`src/rtl/latch_enable_sequencer.sv`:
```
// Latch enable sequencer: generates N enable pulses, each H cycles high
// followed by L cycles low, then a one-cycle done strobe.
// All outputs are registered; phase timing uses a down-counter that
// terminates at zero.
//
// state  | meaning
// -------+---------------------------------------------------------
// IDLE   | waiting for start; captures the phase lengths and pulse count
// HIGH   | enable asserted, counting the high phase
// LOW    | enable deasserted, counting the low phase
// DONE   | one-cycle completion strobe, then back to IDLE
module latch_enable_sequencer #(
  parameter int CNT_W = 8
) (
  input  logic             clk,
  input  logic             reset,
  input  logic             start,
  input  logic             abort,
  input  logic [CNT_W-1:0] high_cycles,
  input  logic [CNT_W-1:0] low_cycles,
  input  logic [CNT_W-1:0] pulse_count,
  output logic             en,
  output logic             busy,
  output logic             done,
  output logic [CNT_W-1:0] pulses_left
);

  typedef enum logic [1:0] {
    S_IDLE = 2'd0,
    S_HIGH = 2'd1,
    S_LOW  = 2'd2,
    S_DONE = 2'd3
  } state_t;

  localparam logic [CNT_W-1:0] ONE = CNT_W'(1);

  state_t           state_q, state_d;
  logic [CNT_W-1:0] high_q, high_d;
  logic [CNT_W-1:0] low_q, low_d;
  logic [CNT_W-1:0] cnt_q, cnt_d;
  logic [CNT_W-1:0] left_q, left_d;
  logic             en_q, en_d;
  logic             busy_q, busy_d;
  logic             done_q, done_d;

  logic [CNT_W-1:0] high_norm;
  logic [CNT_W-1:0] low_norm;
  logic [CNT_W-1:0] left_dec;
  logic             phase_end;

  // A zero-length phase is stretched to one cycle so the counter never wraps.
  assign high_norm = (high_cycles == '0) ? ONE : high_cycles;
  assign low_norm  = (low_cycles  == '0) ? ONE : low_cycles;
  assign left_dec  = left_q - ONE;
  assign phase_end = (cnt_q == '0);

  // State, captured configuration, counters and registered outputs.
  always_ff @(posedge clk) begin
    if (reset) begin
      state_q <= S_IDLE;
      high_q  <= '0;
      low_q   <= '0;
      cnt_q   <= '0;
      left_q  <= '0;
      en_q    <= 1'b0;
      busy_q  <= 1'b0;
      done_q  <= 1'b0;
    end else begin
      state_q <= state_d;
      high_q  <= high_d;
      low_q   <= low_d;
      cnt_q   <= cnt_d;
      left_q  <= left_d;
      en_q    <= en_d;
      busy_q  <= busy_d;
      done_q  <= done_d;
    end
  end

  // Next-state and datapath update; abort beats every phase transition.
  always_comb begin
    state_d = state_q;
    high_d  = high_q;
    low_d   = low_q;
    cnt_d   = cnt_q;
    left_d  = left_q;
    case (state_q)
      S_IDLE: begin
        if (start) begin
          high_d = high_norm;
          low_d  = low_norm;
          left_d = pulse_count;
          if (pulse_count == '0) begin
            state_d = S_DONE;
            cnt_d   = '0;
          end else begin
            state_d = S_HIGH;
            cnt_d   = high_norm - ONE;
          end
        end
      end
      S_HIGH: begin
        if (abort) begin
          state_d = S_IDLE;
          cnt_d   = '0;
          left_d  = '0;
        end else if (phase_end) begin
          state_d = S_LOW;
          cnt_d   = low_q - ONE;
        end else begin
          cnt_d = cnt_q - ONE;
        end
      end
      S_LOW: begin
        if (abort) begin
          state_d = S_IDLE;
          cnt_d   = '0;
          left_d  = '0;
        end else if (phase_end) begin
          left_d = left_dec;
          if (left_dec != '0) begin
            state_d = S_HIGH;
            cnt_d   = high_q - ONE;
          end else begin
            state_d = S_DONE;
            cnt_d   = '0;
          end
        end else begin
          cnt_d = cnt_q - ONE;
        end
      end
      S_DONE: begin
        state_d = S_IDLE;
      end
      default: begin
        state_d = S_IDLE;
        cnt_d   = '0;
        left_d  = '0;
      end
    endcase
  end

  // Output decode from the upcoming state so the flops present it in-cycle.
  always_comb begin
    en_d   = (state_d == S_HIGH);
    busy_d = (state_d == S_HIGH) || (state_d == S_LOW);
    done_d = (state_d == S_DONE);
  end

  assign en          = en_q;
  assign busy        = busy_q;
  assign done        = done_q;
  assign pulses_left = left_q;

endmodule
```
`config.mk`:
```
export PLATFORM = sky130hd
export DESIGN_NAME = latch_enable_sequencer
export DESIGN_NICKNAME = d
export VERILOG_FILES = /design/src/rtl/latch_enable_sequencer.sv
export SDC_FILE = /design/constraint.sdc
export NUM_CORES = 1
export LEC_CHECK = 0
export ABC_AREA = 0
export CORE_ASPECT_RATIO = 1.5
export CORE_MARGIN = 1.5
export CORE_UTILIZATION = 59
export DETAILED_ROUTE_END_ITERATION = 8
export MAX_ROUTING_LAYER = met4
export PLACE_DENSITY = 0.86
export SYNTH_ARGS = -nofsm -noshare
export SYNTH_HDL_FRONTEND = slang
export SYNTH_SLANG_ARGS = --single-unit
export TNS_END_PERCENT = 20
```
`constraint.sdc`:
```
create_clock -name clk -period 3.7 [get_ports clk]
set_input_delay 0.555 -clock clk [delete_from_list [all_inputs] [get_ports clk]]
set_output_delay 0.555 -clock clk [all_outputs]
set_load 0.01 [all_outputs]
```
### After elaboration in Yosys (flattened, before gate mapping)

Index checks and enable logic that the tools add are counted.

| storage, ports and cells | value |
|---|---|
| bits in registers | 37 |
| output and inout bits | 11 |
| bits of input ports | 28 |
| logic and storage cells | 56 |

| cells by class | value |
|---|---|
| reductions and logical operators | 11 |
| equal/unequal tests | 9 |
| muxes and demuxes | 23 |
| $add $sub $neg | 5 |

Operators by type and width:

| cell | count |
|---|---|
| $mux 8 | 13 |
| $pmux 8 s3 | 2 |
| $sub 8x1->8 const B | 5 |
| $logic_not 8->1 | 4 |
| $mux 2 | 7 |
| $eq 2x2->1 const B | 4 |
| $pmux 2 s4 | 1 |
| $reduce_bool 8->1 | 1 |
| $eq 2x1->1 const B | 2 |
| $ne 2x2->1 const B | 2 |
| $reduce_and 2->1 | 2 |
| $reduce_and 4->1 | 1 |
| $ne 3x3->1 const B | 1 |
| $reduce_bool 3->1 | 1 |
| $logic_not 2->1 | 1 |
| $logic_or 1x1->1 | 1 |

### Longest topological paths before layout

Gate-level depths: netlist of run 1.

| depth | value |
|---|---|
| depth after elaboration | 8 |
| mapped depth | 10 |
| mapped depth without buffers | 9 |

### Worst setup path before layout of run 1

OpenSTA, ideal clock, no wires.

| path | value |
|---|---|
| path type | reg-to-reg |
| start point | register cnt_q[2] |
| end point | register busy_q (netlist: busy) |
| arrival time | 2.380 ns |
| path buffers | 2 |
| clock period less this slack | 2.508 ns |
| stages on the path, launching flop included | 9 |
| data required time | 3.572 ns |
| setup slack | 1.192 ns |
| library setup time | 0.128 ns |
| cell sequence | dfxtp_1 or4_1 buf_2 or3_1 buf_6 or3_1 o21a_1 ha_1 nor2b_1 |

| between the ends | value |
|---|---|
| word-level cells in the longest chain between the ends | 6 |
| elaborated cells between the ends (all ways) | 9 |
| classes of those cells | eq/ne: 2; mux: 5; reduce/logical: 2 |

RTL lines:

| item | line | text |
|---|---|---|
| start: declaration | 40 | `logic [CNT_W-1:0] cnt_q, cnt_d;` |
| start signal: assignment | 72 | `cnt_q <= cnt_d;` |
| $logic_not 8->1 (*) | 55 | `assign phase_end = (cnt_q == '0);` |
| $mux 2, on equally long branches | 119, 107 |  |
| $mux 2, on equally long branches | 115, 103 |  |
| $pmux 2 s4 (*) | 87 | `case (state_q)` |
| $eq 2x1->1 or $eq 2x2->1 (tied branches) | 146 | `busy_d = (state_d == S_HIGH) \|\| (state_d == S_LOW);` |
| $logic_or 1x1->1 (*) | 146 |  |
| via busy_d | 43 | `logic busy_q, busy_d;` |
| end signal: assignment | 75 | `busy_q <= busy_d;` |
| end: declaration | 43 |  |

The timed path passes the listed nets; every way through them passes the cells marked *.
A chain may end at the register's enable or synchronous reset.

### Final worst setup path of run 1

| path | value |
|---|---|
| start point | register left_q[0] (netlist: pulses_left[0]) |
| end point | register cnt_q[1] |

| between the ends | value |
|---|---|
| word-level cells in the longest chain between the ends | 6 |

RTL lines:

| item | line | text |
|---|---|---|
| start: declaration | 41 | `logic [CNT_W-1:0] left_q, left_d;` |
| start signal: assignment | 73 | `left_q <= left_d;` |
| $sub 8x1->8 | 54 | `assign left_dec = left_q - ONE;` |
| $reduce_bool 8->1 | 121 | `if (left_dec != '0) begin` |
| $mux 8 | 121 |  |
| $mux 8 | 119 | `end else if (phase_end) begin` |
| $mux 8 | 115 | `if (abort) begin` |
| $pmux 8 s3 | 87 |  |

Every way passes these cells.

==> results.yml, run 1 <==
cts:
  root_buffer: "clkbuf_8"
  cts_tree: "built"
  hold_buffers: 0
  cts-htree-levels: 2
  post_cts_resized: 0
  clock_latency_ns: 0.30
  cts_setup_buffers: 0
  cts.sinks: 37
  clockBufferDepth: 2
  cts_buffers: 5
  clk_pin_slew_ns: 0.07
worst_setup_path:
  setup.worst_path.class: "reg2reg"
  startpoint_type: "register"
  endpoint_kind: "register"
  worstPathCellList: "inv_1 -> ha_1 -> or4b_2 -> xor2_1 -> a211oi_1 -> o21ai_0 -> a311oi_1"
  rr_startpoint: "pulses_left[0]$_SDFFE_PP0P_"
  worst_path_largest_cell_delay_ns: 0.70
  cp-startpoint: "pulses_left[0]$_SDFFE_PP0P_"
  cp.arrival_ns: 3.01
  required_ns: 3.89
  crit_family: "compound AO/OA/AOI/OAI gates"
  critPathMaxFanout: 7
  path_buf_inv: 1
  cp_slowest_cell: "a211oi_1"
timing:
  maxSlewHeadroom: 0.439
  max_freq_ghz: 0.354
  finalHoldViolCount: 0
  setup_viol: 0
  maxSlewViolCount: 0
  fin_crit_sh: 0.763
  clock_skew_ns: 0.00595
  period_minus_slack_ns: 2.82
  holdWs_ns: 0.474
  tightestPinTransition_ns: 0.836
  rsz0062_at_grt: "no"
  fin_tns_setup_ns: 0
layout:
  multi_input_area_sq_um: 1760
  fill_cells: 354
  diodes: 0
  final_nets: 422
  register_area_sq_um: 741
  drive_gt1_frac: 0.0419
  final_cells: 428
  area_growth_pct: 17.5
yosys:
  avgSynthCellArea_sq_um: 7.62
  synth_edf_count: 0
  yosysTopAreaCell: "dfxtp_1"
  synthTopCellsByArea: "dfxtp_1, a21oi_1, ha_1, nand2_1, o21ai_0"
  synthFlopType: "dfxtp_1"
  synth_top_area_share: 0.279
  synth.distinct_cells: 54
  ys_ff_latch: 37
  async_flop_share: 0
  yosys_warnings: 0
  synth_fp_nets: 389
  synth_seq_area_share: 0.279
  synth_cells: 348
  syn_area_sq_um: 2650
routing:
  drt_iter0_drc: 230
  vias: 2819
  vias_per_cell: 6.59
  post_drt_wl_per_cell_um: 17.2
  route.detailed.drc: 4
  drt_wl_total_um: 7370
  firstDrtPassIters: 7
  ant_nets: 0
global_route:
  gr-usage-met2: 0.555
  grtUsageMet3: 0.0534
  grt_max_degree: 17
  antenna_found_initial: 0
  grt_pass1_vias: 2639
  grt_usage: 0.322
  overflow: 0
  grt_busiest_layer: "met2"
  grt_pass1_wl_um: 12000
  grtUsageMet1: 0.337
power:
  max-vdd-ir-drop_mv: 0.298
  pwr_density_cell_nw_per_um2: 408
  p_leak_nw: 1.14
status:
  status: "finished with violations"
  violations: "DRC"
job:
  cap_violations: 0
die:
  dieArea_sq_um: 4920
  coreArea_sq_um: 4280
  die_h_um: 85.1
  rows: 29
  ioPinCount: 39
  initial_utilization: 0.620
  die_w_um: 57.7
place:
  gp_congestion: 0.977
  port_buffers: 38
  hpwlAfterDp_um: 5650
  dp.cells: 420
min_path:
  hold_start: "low_q[7]$_SDFFE_PP0P_"
  hp-class: "reg2reg"
==> worst paths after layout <==
path	to	slack, ns	depth (start not counted)
setup reg to reg	cnt_q[1]$_SDFFE_PP0P_	0.88	7
hold reg to reg	low_q[7]$_SDFFE_PP0P_	0.47	2
setup / recovery	cnt_q[1]$_SDFFE_PP0P_	0.88	7
hold / removal	low_q[7]$_SDFFE_PP0P_	0.47	2
==> cells by family after synthesis <==
| family | after synthesis | share of synthesized area |
|---|---|---|
| xor gates and xnor gates | 20 | 0.0660 |
| adders and majority gates | 13 | 0.0613 |
| AOI/OAI and AO/OA | 110 | 0.277 |
| and+or+nand+nor | 134 | 0.257 |
| buffers and inverters | 33 | 0.0561 |
| muxes | 1 | 0.00377 |
| DFF | 37 | 0.279 |
==> layer usage <==
metal  wire length, um  vias to the layer above
met4               448                        0
li1                  -                     1342
met2              3740                      158
met5                 0                        -
met1              2640                     1269
met3               553                       50
==> report_power, final <==
| group | total [W] | switching (W) | internal [W] |
|---|---|---|---|
| Sequential | 0.000498 | 0.0000560 | 0.000442 |
| Combinational | 0.000499 | 0.000278 | 0.000221 |
| Clock | 0.000273 | 0.000139 | 0.000134 |
| Total | 0.00127 | 0.000473 | 0.000796 |
==> Yosys cell counts (5+ instances only) <==
library cell and instances:
ha_1 13, or3_1 6, nor3b_1 5, o21ai_0 25, nor3_1 17, and2_1 5, dfxtp_1 37, xor2_1 8
clkbuf_1 11, nor4_1 8, nor2_1 25, nand2_1 40, inv_1 17, a21oi_1 33, nor2b_1 7, or4_1 7
a31oi_1 5, a211oi_1 10, xnor2_1 12
==> through the flow <==
step,setup slack (ns),instance area (sq um),power (W),utilization
finish,0.877,3120,0.00127,0.728
floorplan,1.19,2650,0.000838,-
detailed placement,0.645,3040,0.000990,0.709
global route,0.726,3120,0.00134,0.728
global placement,0.736,3040,0.000980,0.709
CTS,0.928,3120,0.00126,0.728
==> sequential cells by signal, summed over array words and instances (netlist names) <==
signal,cells
high_q,8
state_q,2
done,1
cnt_q,8
busy,1
en,1
pulses_left,8
low_q,8
==> tightest hold or removal path: stages, from the launching register on <==
cell     delay, ns
dfxtp_1       0.32
nand2_1       0.05
a21oi_1       0.05
==> final cells by class <==
type / count / area share
Multi-Input combinational cell: 278 / 0.566
Sequential cell: 37 / 0.238
Timing Repair Buffer: 42 / 0.132
Clock buffer: 8 / 0.0257
Inverter: 17 / 0.0205
Tap cell: 46 / 0.0185
==> placed cells by master, fill, tap and decap left out, types with 2 or more instances in the layout <==
| cell | instances |
|---|---|
| a2bb2oi_1 | 2 |
| o21ai_0 | 25 |
| or3_1 | 6 |
| and2_1 | 5 |
| o31ai_1 | 3 |
| nor4_1 | 8 |
| dfxtp_1 | 37 |
| a311oi_1 | 3 |
| nand3_1 | 3 |
| a211oi_1 | 10 |
| clkbuf_1 | 3 |
| nor3_1 | 17 |
| ha_1 | 13 |
| nand2b_1 | 3 |
| inv_1 | 17 |
| a21o_1 | 2 |
| xnor2_1 | 12 |
| o211a_1 | 2 |
| a211oi_2 | 2 |
| nor2b_1 | 7 |
| nor2_1 | 25 |
| clkbuf_8 | 5 |
| nor3b_1 | 5 |
| o311ai_0 | 3 |
| buf_4 | 4 |
| o21a_1 | 3 |
| a31oi_1 | 5 |
| xor2_1 | 8 |
| a221oi_1 | 2 |
| nand2_1 | 40 |
| or4_1 | 7 |
| a21oi_1 | 33 |
| clkdlybuf4s50_1 | 38 |
| a311o_1 | 3 |
Power figures use the tool's default switching activity.
==> inputs of run 2 (changes only) <==
Settings changed: CORE_UTILIZATION 59 to 55, PLACE_DENSITY 0.86 to 0.81.
Clock period 3.7 ns to 2.7 ns, I/O delays scaled along.
==> results.yml, run 2 (synthesis gave the netlist of run 1 again) <==
worst_setup_path:
  endpoint_kind: "register"
  crit_family: "simple AND/OR/NAND/NOR gates"
  setup.worst_path.class: "reg2reg"
  path_buf_inv: 1
  required_ns: 2.86
  cp.arrival_ns: 2.69
  startpoint_type: "register"
  worstPathCellList: "inv_1 -> ha_1 -> or4b_2 -> xor2_1 -> a21oi_2 -> nor2_2 -> o21a_1 -> ha_1 -> nor2b_1"
  cp_slowest_cell: "or4b_2"
  worst_path_largest_cell_delay_ns: 0.65
  critPathMaxFanout: 6
  crit_path_frequent_cell: "ha_1"
timing:
  maxSlewHeadroom: 0.575
  fin_tns_setup_ns: 0
  setup_viol: 0
  finalHoldViolCount: 0
  max_freq_ghz: 0.395
  tightestPinTransition_ns: 0.636
  maxSlewViolCount: 0
  clock_skew_ns: 0.00809
  fin_crit_sh: 0.937
  period_minus_slack_ns: 2.53
  setup_ws_ns: 0.169
  rsz0062_at_grt: "no"
routing:
  route.detailed.drc: 0
  firstDrtPassIters: 5
  ant_nets: 0
  drt_iter0_drc: 189
  vias_per_cell: 6.06
  post_drt_wl_per_cell_um: 16.4
  vias: 2814
  drt_wl_total_um: 7590
layout:
  final_nets: 441
  diodes: 0
  drive_gt1_frac: 0.0950
  final_common_cell: "nand2_1"
  fill_cells: 397
  area_growth_pct: 24.2
  final_cells: 464
  layout_common_cells: "nand2_1, clkdlybuf4s50_1, dfxtp_1, a21oi_1, o21ai_0"
  post-route-cell-area_sq_um: 3290
power:
  max-vdd-ir-drop_mv: 0.380
  switchingPower_w: 0.000663
  p_seq_frac: 0.374
  swShare: 0.367
  combPwrFrac: 0.407
  p_leak_nw: 1.24
  pwr_density_cell_nw_per_um2: 548
  internal_power_w: 0.00114
  clkPwrFrac: 0.219
  p_total_w: 0.00180
status:
  status: "finished clean"
cts:
  cts_tree: "built"
  cts-htree-levels: 2
  cts.sinks: 37
  clockBufferDepth: 2
  hold_buffers: 0
  clock_latency_ns: 0.30
  cts_buffers: 5
  root_buffer: "clkbuf_8"
  clk_pin_slew_ns: 0.07
place:
  dp.cells: 457
  gp_congestion: 0.952
  hpwlAfterDp_um: 5960
  post-place-ws_ns: 0.0689
  port_buffers: 38
  placed_area_sq_um: 3200
die:
  die_h_um: 88.1
  die_w_um: 59.7
  initial_utilization: 0.579
  rows: 30
  coreArea_sq_um: 4580
  dieArea_sq_um: 5260
  ioPinCount: 39
global_route:
  grt_pass1_wl_um: 12400
  grt_max_degree: 17
  grt_pass1_vias: 2767
  grt_usage: 0.322
  antenna_found_initial: 0
  overflow: 0
job:
  cap_violations: 0
min_path:
  hp-class: "reg2reg"
## run 2: cell types whose count changed in the layout (fill, tap and decap cells not counted)
cell	delta
a21oi_1	-1
buf_4	+19
a21oi_2	+1
nor2_1	-1
clkbuf_8	+1
clkbuf_1	-2
nor2_2	+1
## run 2: through the flow
stage	utilization	hold slack (ns)
2_1_floorplan	-	0.448
3_3_place_gp	0.699	0.462
3_5_place_dp	0.699	0.472
4_1_cts	0.718	0.482
5_1_grt	0.719	0.505
6_report	0.719	0.481
## run 2: worst paths after layout
path,slack (ns),endpoint,depth (start not counted),from
max,0.17,busy$_SDFF_PP0_,9,pulses_left[1]$_SDFFE_PP0P_
min,0.48,high_q[7]$_SDFFE_PP0P_,2,high_q[7]$_SDFFE_PP0P_
max reg2reg,0.17,busy$_SDFF_PP0_,9,pulses_left[1]$_SDFFE_PP0P_
min reg2reg,0.48,high_q[7]$_SDFFE_PP0P_,2,high_q[7]$_SDFFE_PP0P_
## run 2: power groups by stage
stage	clock network, W	registers (W)	logic (W)
finish	0.000395	0.000675	0.000734
global placement	0	0.000682	0.000701
detailed placement	0	0.000686	0.000713
global route	0.000423	0.000683	0.000799
floorplan	0	0.000680	0.000469
CTS	0.000399	0.000673	0.000718
## run 2: metal layers
metal,GRT usage,up-vias,wire [um]
li1,-,1377,-
met1,0.311,1278,2830
met2,0.563,119,3930
met3,0.0443,40,346
met4,0.234,0,478
met5,-,-,0
## run 2: what timing repair did
item / CTS / global route
buffers inserted: 0 / 0
resized for setup: 0 / 2
endpoints found under the setup margin: 0 / 3
## run 2: area by class of cell
type	instances	area, sq um	share of cell area
well taps	64	80.1	0.0243
inverters	17	63.8	0.0194
flip-flops and latches	37	741	0.225
repair buffers	61	553	0.168
clock buffers	7	86.3	0.0262
multi-input cells	278	1770	0.537
## run 2: worst register-to-register path, cell delays in order, from the launching register on
cell     delay, ns
dfxtp_1       0.39
inv_1         0.11
ha_1          0.17
or4b_2        0.65
xor2_1        0.20
a21oi_2       0.22
nor2_2        0.08
o21a_1        0.19
ha_1          0.27
nor2b_1       0.13
==> inputs of run 3 (changes only) <==
Settings changed: CORE_ASPECT_RATIO 1.5 to 1.25.
==> results.yml, run 3 (synthesis gave the netlist of run 1 again) <==
worst_setup_path:
  setup.worst_path.class: "reg2reg"
  startpoint_type: "register"
  crit_family: "simple AND/OR/NAND/NOR gates"
  path_buf_inv: 2
  endpoint_kind: "register"
  worstPathCellList: "or4_1 -> buf_4 -> nor3_1 -> buf_4 -> o21ai_0 -> a221oi_1 -> a211oi_1"
  cp_slowest_cell: "or4_1"
  reg2reg_to: "cnt_q[2]$_SDFFE_PP0P_"
  cp.arrival_ns: 2.63
  rr_startpoint: "cnt_q[2]$_SDFFE_PP0P_"
  r2r_slack_ns: 0.21
  r2r_cells: 7
  required_ns: 2.84
  critPathMaxFanout: 10
  worst_path_largest_cell_delay_ns: 0.59
  crit_path_frequent_cell: "buf_4"
timing:
  tightestPinTransition_ns: 0.627
  fin_tns_setup_ns: 0
  holdWs_ns: 0.476
  setup_viol: 0
  maxSlewHeadroom: 0.581
  maxSlewViolCount: 0
  rsz0062_at_grt: "no"
  finalHoldViolCount: 0
  clock_skew_ns: 0.00556
  fin_crit_sh: 0.921
  max_freq_ghz: 0.402
  period_minus_slack_ns: 2.49
power:
  switchingPower_w: 0.000649
  swShare: 0.362
  p_seq_frac: 0.375
  combPwrFrac: 0.406
  clkPwrFrac: 0.219
  max-vdd-ir-drop_mv: 0.362
  pwr_density_cell_nw_per_um2: 546
  p_leak_nw: 1.24
  internal_power_w: 0.00114
global_route:
  grt_pass1_wl_um: 12300
  antenna_found_initial: 0
  grt_pass1_vias: 2820
  overflow: 0
  grt_max_degree: 17
  grt_usage: 0.310
die:
  dieArea_sq_um: 5250
  coreArea_sq_um: 4690
  rows: 28
  initial_utilization: 0.565
  die_w_um: 65.1
  ioPinCount: 39
  die_h_um: 80.6
layout:
  layout_common_cells: "nand2_1, clkdlybuf4s50_1, dfxtp_1, a21oi_1"
  final_cells: 460
  drive_gt1_frac: 0.0900
  area_growth_pct: 23.7
  final_nets: 441
  final_common_cell: "nand2_1"
  diodes: 0
cts:
  cts_tree: "built"
  clockBufferDepth: 2
  cts_setup_buffers: 0
  clk_pin_slew_ns: 0.07
  root_buffer: "clkbuf_8"
  post_cts_resized: 0
  clock_latency_ns: 0.29
  hold_buffers: 0
  cts-htree-levels: 2
  cts.sinks: 37
  cts_buffers: 5
routing:
  drt_wl_total_um: 7430
  ant_nets: 0
  route.detailed.drc: 0
  vias_per_cell: 6.17
  firstDrtPassIters: 5
  drt_iter0_drc: 204
  vias: 2838
  post_drt_wl_per_cell_um: 16.1
min_path:
  hp-class: "reg2reg"
  whs_path_depth: 2
  holdPathEnd: "low_q[7]$_SDFFE_PP0P_"
  hold_start: "low_q[7]$_SDFFE_PP0P_"
place:
  port_buffers: 38
  hpwlAfterDp_um: 5810
  gp_congestion: 0.953
  dp.cells: 453
job:
  cap_violations: 0
status:
  status: "finished clean"
run 3: cell types whose count changed in the layout (fill, tap and decap cells not counted):
cell,change
nor2_2,-1
a21oi_1,+1
a21oi_2,-1
nor2_1,+1
run 3: layout make-up:
cell class                      instances  area [sq um]
Clock buffer                            7          86.3
Fill cell                             432          1410
Inverter                               17          63.8
Multi-Input combinational cell        278          1760
Sequential cell                        37           741
Tap cell                               60          75.1
Timing Repair Buffer                   61           553
run 3: layer usage:
metal  vias to the layer above  routed length [um]  GRT usage
met5                         -                   0          -
met4                         0                 444      0.206
met3                        40                 383     0.0392
met2                       114                3770      0.559
met1                      1306                2830      0.312
li1                       1378                   -          -
run 3: worst max-delay path by stage:
stage | from | endpoint | slack, ns | cells after the start
2_1_floorplan | cnt_q[2]$_SDFFE_PP0P_ | busy$_SDFF_PP0_ | 0.19 | 8
3_3_place_gp | high_cycles[5] | cnt_q[6]$_SDFFE_PP0P_ | 0.11 | 9
3_5_place_dp | high_cycles[5] | cnt_q[6]$_SDFFE_PP0P_ | 0.03 | 9
4_1_cts | pulses_left[0]$_SDFFE_PP0P_ | busy$_SDFF_PP0_ | 0.23 | 9
5_1_grt | cnt_q[2]$_SDFFE_PP0P_ | pulses_left[3]$_SDFFE_PP0P_ | 0.12 | 7
6_report | cnt_q[2]$_SDFFE_PP0P_ | cnt_q[2]$_SDFFE_PP0P_ | 0.21 | 7
run 3: worst register-to-register path, stage by stage (launching register included):
cell and delay (ns):
dfxtp_1 0.36, or4_1 0.59, buf_4 0.18, nor3_1 0.31
buf_4 0.26, o21ai_0 0.14, a221oi_1 0.35, a211oi_1 0.14
run 3: power groups by stage:
| stage | clock, W | combinational, W | sequential [W] |
|---|---|---|---|
| floorplan | 0 | 0.000469 | 0.000680 |
| global placement | 0 | 0.000701 | 0.000682 |
| detailed placement | 0 | 0.000714 | 0.000684 |
| CTS | 0.000400 | 0.000719 | 0.000672 |
| global route | 0.000422 | 0.000794 | 0.000681 |
| finish | 0.000393 | 0.000727 | 0.000672 |
run 3: through the flow:
step	total power (W)	setup WS (ns)	area, sq um	util
global route	0.00190	0.117	3280	0.699
detailed placement	0.00140	0.0318	3200	0.681
floorplan	0.00115	0.192	2650	-
global placement	0.00138	0.106	3200	0.681
CTS	0.00179	0.232	3280	0.699
finish	0.00179	0.212	3280	0.699
==> patch 1, RTL diff (flow settings as in run 2) <==
The output `done` loses its register stage (`done_q` becomes a continuous assignment).
--- a/src/rtl/latch_enable_sequencer.sv
+++ b/src/rtl/latch_enable_sequencer.sv
@@ -65,5 +65,4 @@
       en_q    <= 1'b0;
       busy_q  <= 1'b0;
-      done_q  <= 1'b0;
     end else begin
       state_q <= state_d;
@@ -74,7 +73,8 @@
       en_q    <= en_d;
       busy_q  <= busy_d;
-      done_q  <= done_d;
     end
   end
+
+  assign done_q = done_d;
 
   // Next-state and datapath update; abort beats every phase transition.
Check against the original RTL: not equivalent (Yosys sat finds a counterexample within 4 cycles, from zero or initial values and one cycle with reset high).
==> patch 1 against run 2 <==
The run now ends with setup timing left; sequential share of layout area decreased by 1.5 points; cell count increased by 1.3%; design area increased by 4.4%; critical path depth unchanged; worst setup slack got worse by 0.22 ns; sequential cell count decreased by 1; wire length increased by 2.1%; area after synthesis decreased by 3.1%; first-iteration DRC count increased by 7.9%; largest cell class unchanged.
Power is not compared: it rests on default switching activity, and its combinational part moved more than twofold at a synthesized area within 25%.
==> patch 1: results (changes against run 2) <==
* Vias in the first global route at 2858 (+3.3%)
* Top cells by area, synth: dfxtp_1 (28%), nand2_1 (6.7%), ha_1 (6.3%)
* Post-synthesis cell type count at 55 (+1.9%)
* First-pass GRT wire length at 12800 um (+3.7%)
* Min setup slack post-route at -0.0469 ns (-0.216 ns)
* Htree depth at 2 (unchanged)
* Crit path DAT at 2.34 ns (-0.35 ns)
* Min-Delay Path Class: flop to flop
* RR Startpoint: pulses_left[2]
* Initial DRC Count at 204 (+7.9%)
* Final Cell Area at 3440 um2 (+4.4%)
* Synth top cells by count: nand2_1 (46), dfxtp_1 (36), nor2_1 (34)
* Drt via density at 6.11 (+0.72%)
* Most common cell in the synthesized netlist: nand2_1
* Drt wl/cell at 16.5 um (+0.78%)
* Async set or reset register ratio after synthesis at 0 (unchanged)
* DP HPWL at 5980 um (+0.31%)
* Cell depth of the worst min-delay path at 2 (unchanged)
* Register-to-Register Path Depth at 9 (unchanged)
* Syn avg cell area at 7.45 um2 (-2.3%)
* Final setup skew at 0.00585 ns (-0.00224 ns)
* Dpl cell area at 3270 um2 (+2.2%)
* Worst hold start: high_q[7]
* R2r setup slk at 0.06 ns (-0.11 ns)
* Status: finished, violations left
* FILL cells at 361 (-9.1%)
* Dominant synthesized flop cell: dfxtp_1
* Clock latency on the worst-skew pair at 0.29 ns
* DP Cell Count at 459 (+0.44%)
* Pin count of the biggest net entering global routing at 20 (+3)
* Gp weighted congestion at 0.963 (+1.1%)
* DRT Wirelength at 7750 um (+2.1%)
* GRT Resource Usage Total at 0.335 (+0.0133)
* Max IR drop VDD at 0.644 mV
* Pre-antenna DRT Iters at 5 (unchanged)
* I/O Buffers at 38 (unchanged)
* Syn nets at 386 (-0.77%)
* N_diodes at 0 (unchanged)
* R2R Path End: cnt_q[6]
* Warnings from Yosys at 0 (unchanged)
* CP max FO at 2 (-4)
* Worst Hold Path EP: high_q[7]
* Total CTS buffers at 5 (unchanged)
* Sequential area share after synthesis at 0.280 (+0.00118)
* Setup violations, final at 1 (+1)
* Share of cells above drive strength 1 at 0.156 (+0.0614)
* CTS Root Cell: clkbuf_8
* Worst slew pin tran at 0.751 ns (+0.115 ns)
* Violated checks: setup timing
* Clk pin slew, worst setup/hold paths at 0.07 ns (about the same)
* Fin Hold WS at 0.469 ns (-0.0112 ns)
* Static Leak at 1.42 nW
patch 1: worst max-delay path, cell delays in order, from the launching register on:
cell       delay, ns
dfxtp_1         0.31
or4_4           0.54
buf_6           0.14
nor4_4          0.20
a2111oi_4       0.08
and2_4          0.18
a211oi_4        0.23
inv_1           0.07
ha_1            0.18
buf_2           0.13
patch 1: through the flow:
stage / setup TNS (ns) / worst slack (ns) / utilization
6_report: -0.0469 / -0.0469 / 0.764
3_5_place_dp: -0.209 / -0.203 / 0.726
5_1_grt: -0.137 / -0.137 / 0.764
3_3_place_gp: -0.161 / -0.161 / 0.726
2_1_floorplan: 0 / 0.103 / -
4_1_cts: -0.123 / -0.123 / 0.758
patch 1: logic make-up (layout without fill, tap and decap cells):
logic type	Yosys count	count (layout)	share of synthesized area
flops	36	36	0.280
fa+ha+maj	13	13	0.0633
simple gates	141	141	0.272
xor+xnor	22	22	0.0750
mux	3	3	0.0122
compound gates	88	88	0.230
buf+inv	42	119	0.0677
patch 1: final cells by class:
cell class | instances | area, um2 | area share
clock inverter | 2 | 35.0 | 0.0102
timing repair buffer | 87 | 747 | 0.217
inverter | 24 | 90.1 | 0.0262
tap | 48 | 60.1 | 0.0175
sequential | 36 | 721 | 0.210
multi-input combinational | 267 | 1710 | 0.498
clock buffer | 6 | 72.6 | 0.0211
patch 1: metal layers:
metal,GRT usage,vias up,wire length [um],part of all wire
li1,-,1393,-,-
met1,0.327,1317,2800,0.36
met2,0.604,120,4180,0.54
met3,0.0463,41,319,0.041
met4,0.205,0,454,0.059
met5,-,-,0,0
patch 1: worst max-delay path by stage:
stage,slack [ns],cells after the start,endpoint,startpoint
after global placement,-0.16,8,done,pulses_left[2]
after floorplan,0.10,9,done,pulses_left[2]
after global routing,-0.14,9,done,pulses_left[2]
final,-0.05,9,done,pulses_left[2]
after detailed placement,-0.20,8,done,pulses_left[2]
after CTS,-0.12,8,done,pulses_left[2]
patch 1: power by group:
part           total [W]  internal (W)  switching, W
sequential      0.000840      0.000696      0.000143
combinational    0.00261       0.00122       0.00138
clock           0.000471      0.000274      0.000197
total            0.00392       0.00219       0.00172
patch 1: repair_timing:
item | 4_1_cts | 5_1_grt
endpoints found under the setup margin | 1 | 2
pin swaps | 3 | 3
gates resized for setup | 8 | 3
hold endpoints to repair | 0 | 0
buffers inserted | 2 | 1
==> patch 2, RTL diff (config.mk and constraints of run 2) <==
Made on the original files. The parameter `CNT_W` goes from 8 to 12.
--- a/src/rtl/latch_enable_sequencer.sv
+++ b/src/rtl/latch_enable_sequencer.sv
@@ -11,5 +11,5 @@
 // DONE   | one-cycle completion strobe, then back to IDLE
 module latch_enable_sequencer #(
-  parameter int CNT_W = 8
+  parameter int CNT_W = 12
 ) (
   input  logic             clk,
Interface: changed (resized high_cycles, low_cycles, pulse_count and pulses_left); port bits go from 39 to 55. The function was not compared with the original's and may differ.
==> patch 2 against run 2 <==
Hold slack worse by 0.0053 ns; area after synthesis increased by 42%; design area is 49% higher; first-iteration DRC count grew 1.1%; largest power group unchanged; total power is 40% higher; via count up 50%; sequential cell count grew 16; worst setup slack worse by 0.080 ns; wire length increased by 59%.
==> patch 2: results (changes against run 2) <==
* Status: complete, no violations
* GRT Resource Usage Total at 0.337 (+0.0149)
* DP Cell Count at 660 (+44%)
* Pwr/cell area at 516 nW/um2 (-5.9%)
* Clock buffers at 6 (-1)
* Drt via density at 6.32 (+4.3%)
* Share of cells above drive strength 1 at 0.157 (+0.0618)
* R2r setup slk at 0.09 ns (-0.08 ns)
* Routing usage on met2 at 0.592 (+0.0284)
* Gp weighted congestion at 0.972 (+2.1%)
* Vias in the first global route at 4197 (+52%)
* Place WS at -0.385 ns (-0.454 ns)
* Multi-Input Combinational at 399 (+44%)
* Clock-cell share at 0.0205 (-0.00575)
* Net Sw Frac at 0.379 (+0.0111)
* R2R Path End: cnt_q[0]
* Sequential area share after synthesis at 0.281 (+0.00202)
* Synth top cells by count: nand2_1 (69), dfxtp_1 (53), nor2_1 (51)
* Initial DRC Count at 191 (+1.1%)
* Worst Hold Path EP: low_q[11]
* CP max FO at 12 (+6)
* Final nets at 646 (+46%)
* FILL cells at 533 (+34%)
* Pin count of the biggest net entering global routing at 36 (+19)
* I/O Buffers at 54 (+42%)
* Max IR drop VDD at 0.462 mV (+22%)
* DP HPWL at 9140 um (+53%)
* Syn nets at 562 (+44%)
* Static Leak at 1.92 nW (+54%)
## patch 2: what timing repair did
item | CTS | global route
buffers inserted | 0 | 1
cloned | 0 | 0
setup endpoints to repair | 5 | 6
resized for setup | 5 | 16
pin swaps | 0 | 7
## patch 2: kinds of logic after synthesis
| kind of cell | after synthesis | synth area share |
|---|---|---|
| adder cells (fa/ha/maj) | 14 | 0.0464 |
| AO/OA/AOI/OAI | 145 | 0.262 |
| AND/OR/NAND/NOR | 208 | 0.273 |
| multiplexers | 2 | 0.00564 |
| XOR/XNOR | 30 | 0.0697 |
| flip-flops | 53 | 0.281 |
| buffers and inverters | 56 | 0.0617 |
## patch 2: through the flow
stage	utilization	instance area, um2	setup TNS, ns	hold WS, ns
after CTS	0.733	4820	0	0.478
after floorplan	-	3800	-0.0242	0.446
after global routing	0.744	4890	0	0.501
after global placement	0.714	4700	-0.618	0.456
after detailed placement	0.714	4700	-1.30	0.462
final	0.744	4890	0	0.475
